## src/rtl/sat_ctr_pkg.sv

```systemverilog
// -----------------------------------------------------------------------------
// sat_ctr_pkg
// Shared definitions for the saturating-counter predictor table.
//   ctr_word_t : widest supported counter word (CTR_W is 2..8); narrower
//                counters are zero-extended into it for the helpers below.
//   dir_e      : update direction (increment = taken, decrement = not taken).
//   ctr_max    : all-ones saturation limit for a given counter width.
//   is_strong  : 1 when a counter sits at either saturation end.
//   sat_next   : saturating increment/decrement of a counter value.
// -----------------------------------------------------------------------------
package sat_ctr_pkg;

    localparam int CTR_W_MAX = 8;

    typedef logic [CTR_W_MAX-1:0] ctr_word_t;

    typedef enum logic {
        DIR_DEC = 1'b0,
        DIR_INC = 1'b1
    } dir_e;

    // Saturation limit 2^w-1, built bit by bit so no shift overflows at w=8.
    function automatic ctr_word_t ctr_max(input int w);
        ctr_word_t m;
        m = '0;
        for (int i = 0; i < CTR_W_MAX; i++) begin
            m[i] = (i < w);
        end
        return m;
    endfunction

    // A counter is "strong" when pinned at 0 or at its maximum.
    function automatic logic is_strong(input ctr_word_t v, input int w);
        return (v == '0) || (v == ctr_max(w));
    endfunction

    // Saturating step: never wraps past 0 or past the width's maximum.
    function automatic ctr_word_t sat_next(input ctr_word_t v, input dir_e dir, input int w);
        ctr_word_t r;
        r = v;
        case (dir)
            DIR_INC: begin
                if (v == ctr_max(w)) begin
                    r = v;
                end else begin
                    r = v + 8'd1;
                end
            end
            DIR_DEC: begin
                if (v == 8'd0) begin
                    r = v;
                end else begin
                    r = v - 8'd1;
                end
            end
            default: r = v;
        endcase
        return r;
    endfunction

endpackage

```

## src/rtl/sat_ctr_next.sv

```systemverilog
// -----------------------------------------------------------------------------
// sat_ctr_next
// Combinational next-value logic for one CTR_W-bit saturating counter.
// Ports:
//   v      in  CTR_W : current counter value
//   UpDown in  1     : 1 = increment (taken), 0 = decrement (not taken)
//   next   out CTR_W : saturated next value
// -----------------------------------------------------------------------------
module sat_ctr_next
    import sat_ctr_pkg::*;
#(
    parameter int CTR_W = 2
) (
    input  logic [CTR_W-1:0] v,
    input  logic             UpDown,
    output logic [CTR_W-1:0] next
);

    // Widen into the package word, step, and narrow back; the saturation
    // limit passed in keeps the upper bits of the result at zero.
    assign next = CTR_W'(sat_next(ctr_word_t'(v), dir_e'(UpDown), CTR_W));

endmodule

```

## src/rtl/sat_counter_table.sv

```systemverilog
// -----------------------------------------------------------------------------
// sat_counter_table
// DEPTH-entry table of CTR_W-bit saturating up/down counters used for
// branch-direction prediction. One registered read port (with same-cycle
// forwarding from the update port) and one update port; Flush reloads
// every entry with INIT in a single cycle, so storage is a flop array.
// Ports:
//   Clk    in  1     : clock, rising edge
//   reset  in  1     : asynchronous active-high reset (table and Count <- INIT)
//   Flush  in  1     : synchronous reload of all entries with INIT
//   Enable in  1     : update valid
//   UpdIdx in  IDX_W : entry to update
//   UpDown in  1     : 1 increments, 0 decrements
//   RdIdx  in  IDX_W : lookup index, sampled every cycle
//   Count  out CTR_W : registered value of the looked-up entry
//   Taken  out 1     : MSB of Count
//   Strong out 1     : Count saturated at 0 or at the maximum
// -----------------------------------------------------------------------------
module sat_counter_table
    import sat_ctr_pkg::*;
#(
    parameter int CTR_W = 2,
    parameter int DEPTH = 16,
    parameter int IDX_W = $clog2(DEPTH),
    parameter int INIT  = 0
) (
    input  logic             Clk,
    input  logic             reset,
    input  logic             Flush,
    input  logic             Enable,
    input  logic [IDX_W-1:0] UpdIdx,
    input  logic             UpDown,
    input  logic [IDX_W-1:0] RdIdx,
    output logic [CTR_W-1:0] Count,
    output logic             Taken,
    output logic             Strong
);

    localparam logic [CTR_W-1:0] INIT_VAL = CTR_W'(INIT);

    logic [CTR_W-1:0] table_r [DEPTH];
    logic [CTR_W-1:0] count_r;
    logic [CTR_W-1:0] upd_cur_s;
    logic [CTR_W-1:0] upd_next_s;
    logic [CTR_W-1:0] rd_next_s;

    assign upd_cur_s = table_r[UpdIdx];

    sat_ctr_next #(
        .CTR_W(CTR_W)
    ) u_next (
        .v      (upd_cur_s),
        .UpDown (UpDown),
        .next   (upd_next_s)
    );

    // Read mux: the value the addressed entry will hold after this edge.
    // Flush wins over everything; a same-index update is forwarded.
    always_comb begin
        rd_next_s = table_r[RdIdx];
        if (Flush) begin
            rd_next_s = INIT_VAL;
        end else if (Enable && (UpdIdx == RdIdx)) begin
            rd_next_s = upd_next_s;
        end else begin
            rd_next_s = table_r[RdIdx];
        end
    end

    // Counter storage: reset/flush reload all entries, otherwise one update.
    always_ff @(posedge Clk or posedge reset) begin
        if (reset) begin
            for (int i = 0; i < DEPTH; i++) begin
                table_r[i] <= INIT_VAL;
            end
        end else if (Flush) begin
            for (int i = 0; i < DEPTH; i++) begin
                table_r[i] <= INIT_VAL;
            end
        end else if (Enable) begin
            table_r[UpdIdx] <= upd_next_s;
        end
    end

    // Registered read port.
    always_ff @(posedge Clk or posedge reset) begin
        if (reset) begin
            count_r <= INIT_VAL;
        end else begin
            count_r <= rd_next_s;
        end
    end

    assign Count  = count_r;
    assign Taken  = count_r[CTR_W-1];
    assign Strong = is_strong(ctr_word_t'(count_r), CTR_W);

endmodule

```

## config.mk

```make
export PLATFORM = sky130hd
export DESIGN_NAME = sat_counter_table
export DESIGN_NICKNAME = d
export VERILOG_FILES = /design/src/rtl/sat_ctr_pkg.sv /design/src/rtl/sat_ctr_next.sv /design/src/rtl/sat_counter_table.sv
export SDC_FILE = /design/constraint.sdc
export NUM_CORES = 1
export LEC_CHECK = 0
export ABC_AREA = 0
export ABC_CLOCK_PERIOD_IN_PS = 2300
export CELL_PAD_IN_SITES_DETAIL_PLACEMENT = 1
export CELL_PAD_IN_SITES_GLOBAL_PLACEMENT = 2
export CORE_MARGIN = 10
export CORE_UTILIZATION = 23
export CTS_CLUSTER_DIAMETER = 200
export CTS_CLUSTER_SIZE = 14
export DETAILED_ROUTE_END_ITERATION = 8
export PLACE_DENSITY = 0.5
export RECOVER_POWER = 25
export SYNTH_ARGS = -nofsm -noshare
export SYNTH_HDL_FRONTEND = slang
export SYNTH_SLANG_ARGS = --single-unit
```

## constraint.sdc

```tcl
create_clock -name Clk -period 2.3 [get_ports Clk]
set_clock_uncertainty 0.05 [all_clocks]
set_input_delay 0.46 -clock Clk [delete_from_list [all_inputs] [get_ports Clk]]
set_output_delay 0.46 -clock Clk [all_outputs]
set_load 0.005 [all_outputs]
```

Word-level counts from Yosys, hierarchy flattened
Cells that the tools add are included.
- register bits after elaboration: 34
- $add $sub $neg: 2
- order comparisons: 3
- equal/unequal tests: 3
- muxes and demuxes: 16
- bitwise logic cells: 3
- reduce and logical (&&, ||, !) cells: 6
- operator list (operator ; number):
    two-way mux 32 bit ; 2
    bitwise mux 32 bit ; 1
    two-way mux 2 bit ; 9
    binary-select mux 2 bit (select 4 bit) ; 2
    >= comparator 5 bit, second input constant ; 2
    NOT 4 -> 5 bit ; 2
    demux 2 bit (select 4 bit) ; 1
    < comparator 5 x 1 -> 1 bit, second input constant ; 1
    == test 2 bit, second input constant ; 2
    == test 4 bit ; 1
    zero test 2 bit ; 2
    case mux 2 bit (2 select lines) ; 1
    adder 2 x 1 -> 2 bit, second input constant ; 1
    logical AND 1 bit ; 2
    nonzero test 2 bit ; 1
    subtractor 2 x 1 -> 2 bit, second input constant ; 1
    logical OR 1 bit ; 1
    NOT 1 bit ; 1

Logic depth before layout (Yosys ltp)
Gate-level depths: netlist (run 1).
- depth in word-level cells: 10
- gate-level depth with buffers: 8
- mapped depth without buffers: 5

Modules after synthesis
A second synthesis (run 1) with hierarchy kept.
- cell total of the unflattened synthesis: 204
- area, all modules: 2113.3 µm²
- modules (own cells, without submodules) (module ; times used ; cells an instance ; area an instance (µm²) ; sequential area each (µm²)):
    sat_counter_table ; 1 ; 201 ; 2087.0 ; 850.8
    sat_ctr_next ; 1 ; 3 ; 26.3 ; 0.0

Worst setup path before layout (run 1)
No wires, ideal clock.
- path type: input to register
- from: input UpdIdx[0]
- to: register table_r[10] (netlist name)
- setup time: 0.087 ns
- data arrival time: 2.104 ns
- path slack: 0.059 ns
- stages: 8
- path buffers: 3
- path through: buf_6 -> mux4_2 -> mux2i_1 -> a21oi_1 -> o32a_1 -> buf_6 -> buf_12 -> a211oi_2
- cells in the longest elaborated chain, start to end: 10
- elaborated cells between the ends (all ways): 19
- ends and longest elaborated chain (item ; RTL line ; source):
    start: declaration ; sat_counter_table.sv:31 ; input logic [IDX_W-1:0] UpdIdx,
    NOT 4 -> 5 bit (implied by the code) * ; sat_counter_table.sv:47, sat_counter_table.sv:81 ;
    binary-select mux 2 bit (select 4 bit) ; sat_counter_table.sv:47 ; assign upd_cur_s = table_r[UpdIdx];
    two-way mux 2 bit (implied by the code) (2 in a row) ; sat_counter_table.sv:47 ;
    subtractor 2 x 1 -> 2 bit (tied with other cells) ; sat_ctr_pkg.sv:53 ; r = v - 8'd1;
    two-way mux 2 bit, on equally long branches ; sat_ctr_pkg.sv:50, sat_ctr_pkg.sv:43 ;
    case mux 2 bit (2 select lines) ; sat_ctr_pkg.sv:41 ; case (dir)
    bitwise mux 32 bit * ; sat_counter_table.sv:81 ; table_r[UpdIdx] <= upd_next_s;
    two-way mux 32 bit * ; sat_counter_table.sv:80 ; end else if (Enable) begin
    two-way mux 32 bit * ; sat_counter_table.sv:76 ; end else if (Flush) begin
    end signal: indexed assignment ; sat_counter_table.sv:81 ;
    end: declaration ; sat_counter_table.sv:41 ; logic [CTR_W-1:0] table_r [DEPTH];
Mark *: on every way between the ends. The rest lies on a longest branch, timed or not. The select of a mux whose other input is x is not followed.
A chain may end at the register's enable or synchronous reset.

Worst setup path in the final report (run 1)
- from: input UpdIdx[0]
- to: register table_r[29] (netlist name)
Same word-level chain as after synthesis.

==> results of run 1 <==
what timing repair did:
| item | in CTS | in global routing |
|---|---|---|
| endpoints found under the setup margin | 34 | 20 |
| setup buffers | 3 | 0 |
| pin swaps | 2 | 0 |
| gates resized for setup | 23 | 3 |
| hold buffers | 0 | 0 |
| gates cloned | 3 | 0 |
| endpoints found under the hold margin | 0 | 0 |
through the flow:
step                hold slack [ns]  instance area [um2]  instances
global route                  0.583                 2770        336
global placement              0.528                 2570        322
finish                        0.550                 2770        336
CTS                           0.548                 2780        336
floorplan                     0.498                 2110        183
detailed placement            0.537                 2570        322
Yosys cell counts:
cell type | instances | area share
nand2b_1 | 2 | 0.0059
nand2_1 | 1 | 0.0018
mux2_2 | 3 | 0.016
dfrtp_1 | 34 | 0.40
o21ai_1 | 1 | 0.0024
nand3_1 | 2 | 0.0047
xor2_1 | 3 | 0.012
mux2_1 | 1 | 0.0053
a211oi_1 | 23 | 0.082
buf_2 | 1 | 0.0024
mux4_2 | 11 | 0.12
inv_1 | 1 | 0.0018
buf_4 | 3 | 0.011
mux4_1 | 7 | 0.087
or2_2 | 1 | 0.0030
buf_6 | 2 | 0.011
o32a_1 | 2 | 0.0095
clkbuf_1 | 7 | 0.012
a21oi_1 | 4 | 0.0095
nor2_1 | 46 | 0.082
xnor2_1 | 2 | 0.0083
nand3b_1 | 4 | 0.014
buf_1 | 1 | 0.0018
a211oi_2 | 9 | 0.053
or3b_2 | 1 | 0.0042
nor3_1 | 5 | 0.012
buf_12 | 1 | 0.0095
o21ai_0 | 3 | 0.0071
mux2i_1 | 2 | 0.0095
where the power goes:
part           switching, mW  internal (mW)  total [mW]
Sequential            0.0125          0.610       0.622
Combinational          0.120          0.117       0.237
Clock                  0.226          0.242       0.468
Total                  0.359          0.969        1.33
worst reg2reg max path, cell delays in order, from the launching register on:
cell	delay, ns
dfrtp_1	0.41
mux4_1	0.52
mux2_4	0.30
a21oi_2	0.13
o32a_1	0.23
bufbuf_16	0.30
a211oi_1	0.07
cell families after synthesis:
family	after synthesis	share of synthesized area
AO/OA/AOI/OAI	42	0.164
XOR/XNOR	5	0.0208
buffers and inverters	16	0.0492
flip-flops	34	0.403
multiplexers	24	0.235
AND/OR/NAND/NOR	62	0.128
flip-flops by register name, indices dropped and copies added, names as in the netlist:
| signal | count |
|---|---|
| Count | 2 |
| table_r | 32 |
area by class of cell:
class,count,share of cell area
multi-input cells,133,0.424
flip-flops and latches,34,0.307
repair buffers,52,0.186
well taps,108,0.0488
clock buffers,7,0.0312
clock inverters,1,0.00181
inverters,1,0.00136
final timing paths:
| check | to | cells past startpoint | from |
|---|---|---|---|
| worst max-delay path | table_r[29]$_DFFE_PP0P_ | 8 | UpdIdx[0] |
| worst min-delay path | table_r[17]$_DFFE_PP0P_ | 2 | table_r[17]$_DFFE_PP0P_ |
| worst max register to register | table_r[29]$_DFFE_PP0P_ | 6 | table_r[13]$_DFFE_PP0P_ |
| worst min register to register | table_r[17]$_DFFE_PP0P_ | 2 | table_r[17]$_DFFE_PP0P_ |
| max in group asynchronous | table_r[8]$_DFFE_PP0P_ | 3 | reset |
| min in group asynchronous | table_r[5]$_DFFE_PP0P_ | 3 | reset |
metal layers:
layer	share of wire	wire length, um	GRT usage
met5	0	0	0
met4	0.015	101	0.0350
met3	0.025	165	0.0202
met2	0.48	3160	0.166
met1	0.48	3150	0.132
==> results_dict.tcl, run 1 <==
set metrics [dict create \
    crit_chain "clkbuf_4, buf_12, mux4_1, mux2_4, a21oi_2, o32a_1, bufbuf_16, a211oi_1" \
    track_usage 0.102 \
    vias 1681 \
    cap_viol_max_count 0 \
    final_cell_mix "nor2_1 (46), dfrtp_1 (34), buf_4 (28), a211oi_1 (21), mux4_2 (16)" \
    reg2reg_slack_ns 0.17 \
    ios 17 \
    insertion_delay_ns 0.29 \
    worstMarginPinSlew_ns 0.913 \
    cts_tree "built" \
    n_antenna_cell 0 \
    p_total_mw 1.33 \
    status "complete, no violations" \
    drt-wirelength-per-cell_um 19.6 \
    dieArea_um2 13400 \
    cts_root_buf "clkbuf_8" \
    hold_violations 0 \
    clock-sinks 34 \
    rows 34 \
    start_util 0.240 \
    crit_fanout 8 \
    cts_buffers 5 \
    yosysUniqueCellTypes 29 \
    die_w_um 116 \
    cp_slowest_cell "mux4_1" \
    ctsLongestPathBuffers 2 \
    dr.pass1.iters 4 \
    slew_headroom 0.392 \
    gp_congestion 0.809 \
    seq_area_um2 851 \
    viasPerCell 5.00 \
    gr-total-overflow 0 \
    final_net_count 240 \
    fmax_mhz 453 \
    hold_path_class "register to register" \
    leakage_nw 1.10 \
    crit_required_ns 2.41 \
    grt_max_degree 35 \
    layout_commonest_cell "nor2_1" \
    fin_ws_ns 0.0920 \
    area_growth_pct 31.2 \
    critical_path_class "input pin to register" \
    drcViolationCount 0 \
    fin_util 0.314 \
    netlist_instances 183 \
    io_buffers 16 \
    end_kind "register" \
    synth_nets 196 \
    fin_setup_tns_ns 0 \
    synth-seq-cells 34 \
    finalCritPeriodShare 0.960 \
    die_h_um 116 \
    irDropWorstVdd_mv 0.142 \
    dr.first_iter.drc_count 77 \
    rsz0062_at_grt "false" \
    ant_nets 0 \
    dp.final_hpwl_mm 4.80 \
    yosysWarningCount 0 \
    netlist_area_um2 2110 \
    multi_input_area_um2 1170 \
    setup_viol 0 \
    wirelength_mm 6.57 \
    critPathLaunchType "input pin" \
    drive_above_1_share 0.351 \
    coreArea_um2 8810 \
    nFillCells 990 \
    cts_htree_levels 2 \
    synth.avg_cell_area_um2 11.5 \
    cp_num_buf_inv 3 \
    critical_path_arrival_ns 2.31 \
    yosysSeqAreaShare 0.403 \
    cp_top_family "multiplexers" \
    grt_pass1_wl_mm 10.5 \
    grt_pass1_vias 1813 \
    final.min_clock_period_ns 2.21 \
    clk_pin_slew_ns 0.07 \
    powerDensity_nw_per_um2 480 \
    antenna_found_initial 0 \
    placement.setup.worst_slack_ns -0.691 \
    finalMaxSlewViolations 0 \
    critPathMaxStageDelay_ns 0.54 \
]
No activity file was read; power rests on OpenSTA's default activity.
==> run 2, diff against run 1 <==
- CTS_BUF_LIST: unset -> sky130_fd_sc_hd__clkbuf_16
- GPL_TIMING_DRIVEN: unset -> 0
==> run 2 against run 1 <==
- critical path depth is 1 lower
- design area is 7.0% lower
- register-to-register slack worse by 0.07 ns
- setup slack better by 0.0072 ns
- maximum frequency is 0.33% higher
- critical path type is now register to register
==> results_dict.tcl, run 2 (synthesized netlist as in run 1, its figures left out) <==
set metrics [dict create \
    design_area_um2 2570 \
    powerDensity_nw_per_um2 577 \
    hold_violations 0 \
    grt_max_degree 35 \
    r2r-start "table_r[14]$_DFFE_PP0P_" \
    setup_viol 0 \
    crit_fanout 10 \
    reg2reg_slack_ns 0.1 \
    dieArea_um2 13400 \
    cts_root_buf "clkbuf_16" \
    drt-wirelength-per-cell_um 21.6 \
    ios 17 \
    start_util 0.240 \
    place_area_um2 2370 \
    dr.first_iter.drc_count 74 \
    r2r_end "table_r[12]$_DFFE_PP0P_" \
    viasPerCell 5.13 \
    worstMarginPinSlew_ns 1.45 \
    cts_tree "built" \
    holdWs_ns 0.538 \
    critical_path_arrival_ns 2.35 \
    area_growth_pct 22.1 \
    status "complete, no violations" \
    die_h_um 116 \
    seq_area_um2 851 \
    die_w_um 116 \
    io_buffers 13 \
    fmax_mhz 454 \
    rsz0062_at_grt "false" \
    grt_pass1_wl_mm 10.9 \
    antenna_found_initial 0 \
    critPathMaxStageDelay_ns 0.50 \
    cts_hold_buf 0 \
    critical_path_class "register to register" \
    finalMaxSlewViolations 0 \
    largest_reg_flops 32 \
    crit_required_ns 2.45 \
    place_inst 304 \
    ctsLongestPathBuffers 2 \
    gr-total-overflow 0 \
    clk_pin_slew_ns 0.06 \
    layout_commonest_cell "nor2_1" \
    n_antenna_cell 0 \
    crit_chain "mux4_2, mux2i_1, a21oi_1, o32a_1, buf_6, buf_12, a211oi_2" \
    leakage_nw 0.985 \
    cts_htree_levels 2 \
    slew_headroom 0.0325 \
    vias 1615 \
    final_net_count 219 \
    hp-start "table_r[24]$_DFFE_PP0P_" \
    end_kind "register" \
    cap_viol_max_count 0 \
    dr.pass1.iters 4 \
    cp_top_family "multiplexers" \
    final.min_clock_period_ns 2.20 \
    drive_above_1_share 0.237 \
    track_usage 0.107 \
    cts_buffers 5 \
    drcViolationCount 0 \
    final_cell_mix "nor2_1 (46), dfrtp_1 (34), a211oi_1 (23), mux4_2 (14)" \
    critPathLaunchType "register" \
    multi_input_area_um2 1150 \
    clock-sinks 34 \
    dp.final_hpwl_mm 5.00 \
    hold_path_class "register to register" \
    ant_nets 0 \
    insertion_delay_ns 0.28 \
    wirelength_mm 6.82 \
    grt_pass1_vias 1776 \
    coreArea_um2 8810 \
    whs_path_depth 2 \
    rr_worst_depth 7 \
    irDropWorstVdd_mv 0.210 \
    stdcell_count 315 \
    top_register "table_r" \
    gp_congestion 0.751 \
    finalCritPeriodShare 0.957 \
    cp_num_buf_inv 2 \
    hold_path_end "table_r[24]$_DFFE_PP0P_" \
    rows 34 \
    cp_slowest_cell "mux4_2" \
    nFillCells 975 \
]
-- run 2: cell count changes in the layout (fill, tap and decap cells not counted), sizes merged --
| cell | delta |
|---|---|
| buf | -22 |
| clkdlybuf4s50 | -4 |
| clkbuf | +3 |
| bufbuf | -1 |
| clkdlybuf4s15 | +1 |
| clkinv | +1 |
| inv | +1 |
-- run 2: what timing repair did --
action,CTS,global route
cloned,1,0
setup endpoints to repair,34,27
buffers inserted,2,0
endpoints found under the hold margin,0,0
resized for setup,17,10
pin swaps,0,1
-- run 2: how the worst max path moves through the flow --
stage / depth (start not counted) / from / slack [ns] / endpoint
2_1_floorplan: 8 / UpdIdx[0] / 0.06 / table_r[10]$_DFFE_PP0P_
3_3_place_gp: 9 / UpdIdx[0] / -0.87 / table_r[23]$_DFFE_PP0P_
3_5_place_dp: 9 / UpdIdx[0] / -0.90 / table_r[11]$_DFFE_PP0P_
4_1_cts: 9 / UpdIdx[0] / 0.008 / table_r[0]$_DFFE_PP0P_
5_1_grt: 9 / UpdIdx[1] / 0.003 / table_r[16]$_DFFE_PP0P_
6_report: 7 / table_r[14]$_DFFE_PP0P_ / 0.1 / table_r[12]$_DFFE_PP0P_
-- run 2: through the flow --
step | TNS [ns] | worst slack, ns | total power, mW | util
4_1_cts | 0 | 0.00758 | 1.50 | 0.290
6_report | 0 | 0.0992 | 1.49 | 0.292
3_5_place_dp | -26.12 | -0.902 | 0.834 | 0.270
5_1_grt | 0 | 0.00343 | 1.54 | 0.292
2_1_floorplan | 0 | 0.0586 | 0.758 | -
3_3_place_gp | -24.85 | -0.868 | 0.829 | 0.270
-- run 2: worst reg2reg max path: stages (launching register included) --
cell and delay [ns]:
dfrtp_1 0.42, mux4_2 0.50, mux2i_1 0.20, a21oi_1 0.09
o32a_1 0.35, buf_6 0.15, buf_12 0.15, a211oi_2 0.20
-- run 2: metal layers --
layer	global-route usage	vias up	wire, um	share of wire
met1	0.142	846	3300	0.48
li1	-	738	-	-
met2	0.175	25	3250	0.48
met5	0	-	0	0
met3	0.0191	6	208	0.031
met4	0.0275	0	55	0.0081
-- run 2: final cells by class --
| cell class | count | area share |
|---|---|---|
| Clock inverter | 3 | 0.00486 |
| Multi-Input combinational cell | 133 | 0.448 |
| Inverter | 1 | 0.00146 |
| Sequential cell | 34 | 0.330 |
| Buffer | 15 | 0.0515 |
| Clock buffer | 5 | 0.0486 |
| Tap cell | 108 | 0.0525 |
| Timing Repair Buffer | 16 | 0.0632 |
-- run 2: where the power goes --
group	switching, mW	internal [mW]
Sequential	0.0120	0.611
Clock	0.262	0.392
Combinational	0.120	0.0902
Total	0.393	1.09
==> run 3, diff against run 2 <==
- CAP_MARGIN: unset -> 20
==> run 3 against run 2 <==
- total power is 0.42% lower
- design area is 0.34% higher
- clock power is 0.9% lower
- non-clock buffer count is 1 higher
- core utilization is 0.099 points higher
- sequential power hardly changed
- critical endpoint is now table_r[6]$_DFFE_PP0P_
- largest power group unchanged
==> results_dict.tcl, run 3 (synthesized netlist as in run 1, its figures left out) <==
set metrics [dict create \
    start_util 0.240 \
    drt-wirelength-per-cell_um 21.6 \
    grt_pass1_vias 1865 \
    worstMarginPinSlew_ns 0.686 \
    final_net_count 220 \
    cap_viol_max_count 0 \
    status "complete, no violations" \
    ant_nets 0 \
    ios 17 \
    rsz0062_at_grt "false" \
    insertion_delay_ns 0.28 \
    gp_congestion 0.751 \
    setup_viol 0 \
    fin_ws_ns 0.0942 \
    antenna_found_initial 0 \
    dr.pass1.iters 4 \
    layout_commonest_cell "nor2_1" \
    dr.first_iter.drc_count 76 \
    area_growth_pct 22.5 \
    io_buffers 13 \
    n_antenna_cell 0 \
    die_w_um 116 \
    track_usage 0.107 \
    rows 34 \
    critPathMaxStageDelay_ns 0.56 \
    place_area_um2 2400 \
    grt_pass1_wl_mm 11.0 \
    crit_fanout 10 \
    cts_root_buf "clkbuf_16" \
    cp_slowest_cell "mux4_1" \
    hold_path_class "register to register" \
    leakage_nw 0.991 \
    cp_common_cell "buf_6" \
    clock-sinks 34 \
    final_cell_mix "nor2_1 (46), dfrtp_1 (34), a211oi_1 (23), mux4_2 (14)" \
    critPathLaunchType "input pin" \
    powerDensity_nw_per_um2 573 \
    gr-total-overflow 0 \
    fmax_mhz 453 \
    finalMaxSlewViolations 0 \
    grt_max_degree 24 \
    wirelength_mm 6.81 \
    drive_above_1_share 0.240 \
    die_h_um 116 \
    drcViolationCount 0 \
    dieArea_um2 13400 \
    top_register "table_r" \
    coreArea_um2 8810 \
    design_area_um2 2580 \
    critical_path_class "input pin to register" \
    ctsLongestPathBuffers 2 \
    dp.final_hpwl_mm 5.06 \
    cts_htree_levels 2 \
    slew_headroom 0.542 \
    cts_tree "built" \
    final.min_clock_period_ns 2.21 \
    largest_reg_flops 32 \
    placement.setup.worst_slack_ns -0.903 \
    clk_pin_slew_ns 0.06 \
    cts_buffers 5 \
    fin_setup_tns_ns 0 \
    finalCritPeriodShare 0.959 \
    viasPerCell 5.17 \
    crit_chain "buf_6, buf_8, mux4_1, mux2_4, a21oi_1, o32a_1, buf_6, buf_12, a211oi_2" \
    hold_violations 0 \
    crit_required_ns 2.38 \
    critical_path_arrival_ns 2.28 \
    vias 1635 \
    irDropWorstVdd_mv 0.214 \
    end_kind "register" \
]
-- run 3: path summary, 6_finish.rpt --
path,startpoint,end,slack [ns],cells past startpoint
setup / recovery,UpdIdx[0],table_r[6]$_DFFE_PP0P_,0.09,9
hold / removal,table_r[24]$_DFFE_PP0P_,table_r[24]$_DFFE_PP0P_,0.54,2
setup reg to reg,table_r[13]$_DFFE_PP0P_,table_r[6]$_DFFE_PP0P_,0.10,7
hold reg to reg,table_r[24]$_DFFE_PP0P_,table_r[24]$_DFFE_PP0P_,0.54,2
max in group asynchronous,reset,Count[1]$_DFF_PP0_,0.66,3
min in group asynchronous,reset,table_r[13]$_DFFE_PP0P_,0.59,2
-- run 3: routing by layer --
layer / vias up / part of all wire / global-route usage
met5: - / 0 / 0
met2: 35 / 0.51 / 0.183
met4: 0 / 0.0079 / 0.0350
met1: 852 / 0.45 / 0.134
li1: 743 / - / -
met3: 5 / 0.036 / 0.0181
-- run 3: repair_timing --
action,CTS,global route
hold buffers,0,0
gates cloned,1,0
buffers inserted,2,0
pin swaps,0,4
gates resized for setup,17,11
setup endpoints to repair,34,27
-- run 3: stage by stage --
stage / cells / hold WS, ns / util / power [mW]
floorplan: 183 / 0.498 / - / 0.758
global placement: 304 / 0.521 / 0.270 / 0.829
detailed placement: 305 / 0.531 / 0.273 / 0.839
CTS: 316 / 0.519 / 0.294 / 1.50
global route: 316 / 0.569 / 0.293 / 1.54
finish: 316 / 0.538 / 0.293 / 1.48
-- run 3: worst max-delay path: cells and delay by family --
| family | cells | cell delay [ns] |
|---|---|---|
| buffers and inverters | 4 | 0.54 |
| AO/OA/AOI/OAI | 3 | 0.39 |
| multiplexers | 2 | 0.88 |
-- run 3: layout make-up --
class	instances	area, um2
fill	983	6220
multi-input combinational	133	1160
sequential	34	851
timing repair buffer	17	168
tap	108	135
buffer	15	133
clock buffer	5	125
clock inverter	3	12.5
inverter	1	3.75
-- run 3: power breakdown --
part           total [mW]  switching [mW]  internal (mW)
Clock               0.647           0.255          0.391
Combinational       0.210           0.119         0.0911
Sequential          0.623          0.0119          0.611
Total                1.48           0.386           1.09
